===== src/rtl/arm_uc_pkg.sv =====
// arm_uc_pkg: shared widths, microstore entry points and field encodings for the ARMSIM microsequencer
package arm_uc_pkg;
    localparam int SW = 7;
    localparam logic [SW-1:0] FETCH_ST = 7'd1;
    localparam logic [SW-1:0] ABORT_ST = 7'd127;
    localparam int MOC_TMO = 16;
    typedef enum logic [2:0] {
        NS_ENCODE = 3'd0,
        NS_INC    = 3'd1,
        NS_JUMP   = 3'd2,
        NS_CBR    = 3'd3,
        NS_CWAIT  = 3'd4,
        NS_CALL   = 3'd5,
        NS_RET    = 3'd6,
        NS_FETCH  = 3'd7
    } nSel_e;
    typedef enum logic [1:0] {
        CS_MOC  = 2'd0,
        CS_COND = 2'd1,
        CS_ALUZ = 2'd2,
        CS_ONE  = 2'd3
    } csSel_e;
endpackage


===== src/rtl/usq_cond_sel.sv =====
// usq_cond_sel: picks the branch/wait condition source and applies the optional inversion
module usq_cond_sel
    import arm_uc_pkg::*;
(
    input  logic [1:0] cs_sel,
    input  logic       inv,
    input  logic       moc,
    input  logic       cond_pass,
    input  logic       alu_z,
    output logic       c
);
    // 4:1 condition mux followed by the invert bit
    always_comb
        c = ((cs_sel == CS_MOC)  ? moc :
             (cs_sel == CS_COND) ? cond_pass :
             (cs_sel == CS_ALUZ) ? alu_z : 1'b1) ^ inv;
endmodule


===== src/rtl/micro_sequencer.sv =====
// micro_sequencer: registered microstore address generator with branch, memory wait/timeout and one-level call
module micro_sequencer #(
    parameter int SW = arm_uc_pkg::SW,
    parameter logic [SW-1:0] FETCH_ST = arm_uc_pkg::FETCH_ST,
    parameter logic [SW-1:0] ABORT_ST = arm_uc_pkg::ABORT_ST,
    parameter int MOC_TMO = arm_uc_pkg::MOC_TMO
) (
    input  logic          clk,
    input  logic          reset,
    input  logic [SW-1:0] enc_state,
    input  logic [SW-1:0] cr_addr,
    input  logic [2:0]    n_sel,
    input  logic [1:0]    cs_sel,
    input  logic          inv,
    input  logic          moc,
    input  logic          cond_pass,
    input  logic          alu_z,
    output logic [SW-1:0] state,
    output logic          mem_fault,
    output logic          ret_valid
);
    import arm_uc_pkg::*;

    localparam int CW = $clog2(MOC_TMO + 1);

    logic          c;
    logic [SW-1:0] inc;
    logic [SW-1:0] retReg;
    logic [CW-1:0] waitCnt;

    usq_cond_sel condSel (
        .cs_sel(cs_sel),
        .inv(inv),
        .moc(moc),
        .cond_pass(cond_pass),
        .alu_z(alu_z),
        .c(c)
    );

    assign inc = state + SW'(1);

    // Next-state selection; unknown select codes fall through and leave every register untouched
    always_ff @(posedge clk) begin
        if (reset) begin
            state     <= '0;
            retReg    <= '0;
            ret_valid <= 1'b0;
            waitCnt   <= '0;
            mem_fault <= 1'b0;
        end else begin
            case (n_sel)
                NS_ENCODE: begin
                    state     <= enc_state;
                    waitCnt   <= '0;
                    mem_fault <= 1'b0;
                end
                NS_INC: begin
                    state     <= inc;
                    waitCnt   <= '0;
                    mem_fault <= 1'b0;
                end
                NS_JUMP: begin
                    state     <= cr_addr;
                    waitCnt   <= '0;
                    mem_fault <= 1'b0;
                end
                NS_CBR: begin
                    state     <= c ? cr_addr : inc;
                    waitCnt   <= '0;
                    mem_fault <= 1'b0;
                end
                NS_CWAIT: begin
                    if (c) begin
                        state     <= inc;
                        waitCnt   <= '0;
                        mem_fault <= 1'b0;
                    end else if (waitCnt == CW'(MOC_TMO - 1)) begin
                        state     <= ABORT_ST;
                        waitCnt   <= '0;
                        mem_fault <= 1'b1;
                    end else begin
                        waitCnt   <= waitCnt + CW'(1);
                        mem_fault <= 1'b0;
                    end
                end
                NS_CALL: begin
                    retReg    <= inc;
                    ret_valid <= 1'b1;
                    state     <= cr_addr;
                    waitCnt   <= '0;
                    mem_fault <= 1'b0;
                end
                NS_RET: begin
                    state     <= ret_valid ? retReg : FETCH_ST;
                    ret_valid <= 1'b0;
                    waitCnt   <= '0;
                    mem_fault <= 1'b0;
                end
                NS_FETCH: begin
                    state     <= FETCH_ST;
                    waitCnt   <= '0;
                    mem_fault <= 1'b0;
                end
                default: ;
            endcase
        end
    end
endmodule


===== config.mk =====
export PLATFORM = sky130hd
export DESIGN_NAME = micro_sequencer
export DESIGN_NICKNAME = d
export VERILOG_FILES = /design/src/rtl/arm_uc_pkg.sv /design/src/rtl/usq_cond_sel.sv /design/src/rtl/micro_sequencer.sv
export SDC_FILE = /design/constraint.sdc
export NUM_CORES = 1
export LEC_CHECK = 0
export ABC_AREA = 1
export CAP_MARGIN = 20
export CORE_MARGIN = 2
export CORE_UTILIZATION = 47
export CTS_CLUSTER_DIAMETER = 200
export DETAILED_ROUTE_END_ITERATION = 10
export GPL_TIMING_DRIVEN = 0
export PLACE_DENSITY = 0.79
export SETUP_SLACK_MARGIN = 0.05
export SLEW_MARGIN = 20
export SYNTH_ARGS = -nofsm -noshare
export SYNTH_HDL_FRONTEND = slang
export SYNTH_SLANG_ARGS = --single-unit
export TNS_END_PERCENT = 20

===== constraint.sdc =====
create_clock -name clk -period 1.8 [get_ports clk]
set_input_delay 0.36 -clock clk [delete_from_list [all_inputs] [get_ports clk]]
set_output_delay 0.36 -clock clk [all_outputs]
set_load 0.03 [all_outputs]

==> metrics.csv <==
metric,value,unit
port bufs,32,
Multi-input gate area,714.4,um^2
Yosys top cell area share,34.46,%
"CTS clk-pin slew, worst paths",120,ps
IO Pins,34,
FP Rows,18,
top cell type by total area after synthesis,dfxtp_1,
relative slew slack,68.37,%
core region area,2477,um^2
P_leak,0.0008489,uW
CP Class,flip-flop to output port,
die area,3019,um^2
post-synthesis async set-or-reset flop share,0,%
vias in the first global route,1143,
hpwl dp,2386,um
yosys warns,0,
Final Critical Period,1675,ps
flip-flop and latch count after synthesis,21,
fin. max-slew vios,0,
Post-synth EDFFs,0,
most common cell in the synthesized netlist,nand2_1,
Starting Density,49.24,%
Hold Worst Slack,454.5,ps
overall die height,54.95,um
CP Cell Sequence,clkdlybuf4s50_1,
Pwr Density,608.4,nW/um^2
dpl cells,254,
crit path launch type,flip-flop,
Vias/cell,4.849,
Ant. Diodes,0,
largest net degree at the start of global routing,13,
Worst Path Max Fanout,1,
Yosys cell types,24,
post-CTS setup repair buffer count,0,
H-tree Lvls,1,
"delay-heaviest family, CP",buffers and inverters,
Area Overhead vs Synth,35.49,%
Worst Hold Class,flip-flop to flip-flop,
final period utilization,93.03,%
Filler cells,234,
CP max stage delay,670,ps
routed vias,1251,
syn avg cell area,6.354,um^2
die width,54.95,um
GRT overflow,0,
layout cells sized above 1,9.211,%
Worst-Margin Slew,474.4,ps
Reg area,420.4,um^2
"Slowest-stage cell, CP",clkdlybuf4s50_1,
final wirelength,2890,um
# setup viols final,0,
outcome,completed,
Synth Cell Area,1220,um^2
drt wl/cell,11.20,um
Antenna Nets Post-Route,0,
Worst-Skew Late Latency,300,ps
sequential share of the synthesized area,34.46,%
initial antenna violation count,0,
clk buf depth,2,
maximum VDD drop,0.4967,mV
CTS Buf Count,3,
CP Data Arrival Time,1310,ps
RSZ-0062 raised after global routing,true,
skew final,7.229,ps
max-cap viol count,0,
synth cell count leaders,"48 x nand2_1, 38 x nor2_1, 27 x inv_1",
CP endpoint kind,output port,
hold buffer count at cts,0,
CTS tree,done,
cell count after synthesis,192,
drt initial violations,16,
clock sinks,21,
Final Non-Filler Cells,258,
Worst Path Required,1440,ps
Fin. Hold Viols,0,
syn_nets,220,
DR pass1 iterations,4,
worst path bufs/invs,1,
DRC Markers,0,
Total Routing Usage GR,21.78,%
first-pass GRT wire length,4774,um
nets@finish,257,
GPL Wtd Cong,0.8415,
"Top FF cell, synth",dfxtp_1,
root buffer cell,clkbuf_4,
Max Freq,0.5972,GHz
"top cells by area, synth","dfxtp_1 34%, nand2_1 15%, nor2_1 12%",
[final cells by class]
cell class	count	share of cell area (%)
tap	30	2.271
clock inverter	1	0.3028
buffer	2	0.5299
timing repair buffer	32	20.29
inverter	29	6.586
sequential	21	25.44
clock buffer	3	1.363
multi-input combinational	140	43.22
[worst paths after layout]
kind                            depth (start not counted)  slack [ps]                     to                   from
worst max register to register                          9         230  waitCnt[2]$_SDFF_PP0_  waitCnt[0]$_SDFF_PP0_
worst min register to register                          1         450  waitCnt[0]$_SDFF_PP0_  waitCnt[0]$_SDFF_PP0_
worst min-delay path                                    1         450  waitCnt[0]$_SDFF_PP0_  waitCnt[0]$_SDFF_PP0_
worst max-delay path                                    1         130              mem_fault   mem_fault$_SDFF_PP0_
[routing by layer]
metal / part of all wire [%] / vias up / GRT usage, % / routed length (um)
met5: 0 / - / 0 / 0
met2: 47 / 20 / 36.31 / 1370
met3: 3.1 / 6 / 3.226 / 89
met1: 48 / 553 / 28.24 / 1374
met4: 1.9 / 0 / 8.537 / 55
li1: - / 672 / - / -
[cell families (layout without fill, tap and decap cells)]
family	count (synthesis)	after routing	synth area share, %
adder cells (fa/ha/maj)	3	3	3.077
AO/OA/AOI/OAI	16	16	7.180
flip-flops	21	21	34.46
buffers and inverters	31	67	9.641
AND/OR/NAND/NOR	116	116	42.05
XOR/XNOR	5	5	3.590
[report_power, final]
| part | internal, uW | total (uW) | switching (uW) |
|---|---|---|---|
| combinational | 116 | 268 | 152 |
| sequential | 490 | 511 | 21.2 |
| clock | 82.8 | 227 | 144 |
| total | 689 | 1010 | 317 |
[registers in the layout (all words and copies together) (netlist names)]
name	cells
mem_fault	1
waitCnt	5
ret_valid	1
retReg	7
state	7
[metrics by stage]
step                power [uW]  cell area (um^2)  setup TNS (ps)  utilization (%)  setup WS [ps]
global placement         780.5              1578           -1973            63.69         -256.3
finish                    1006              1653               0            66.72          125.4
global route              1065              1653          -2.168            66.72         -2.168
floorplan                665.1              1220               0                -          315.3
detailed placement       786.7              1578           -2663            63.69         -282.2
CTS                       1010              1603               0            64.70          19.71
[layout by cell type, fill, tap and decap left out, types with 2 or more instances in the layout]
| cell | count |
|---|---|
| a21oi_1 | 7 |
| clkbuf_4 | 3 |
| clkdlybuf4s50_1 | 23 |
| dfxtp_1 | 21 |
| dlygate4sd2_1 | 2 |
| dlymetal6s2s_1 | 7 |
| ha_1 | 3 |
| inv_1 | 27 |
| inv_2 | 2 |
| nand2_1 | 44 |
| nand2_2 | 5 |
| nand3_1 | 17 |
| nand3_2 | 2 |
| nand4_1 | 2 |
| nor2_1 | 37 |
| o21ai_0 | 6 |
| xnor2_1 | 2 |
| xor2_1 | 3 |
[timing repair]
action                                  CTS  global route
resized for setup                         2            16
gates cloned                              0             0
endpoints found under the setup margin   10            13
pin swaps                                 0             1
No activity file was read; power rests on OpenSTA's default activity.
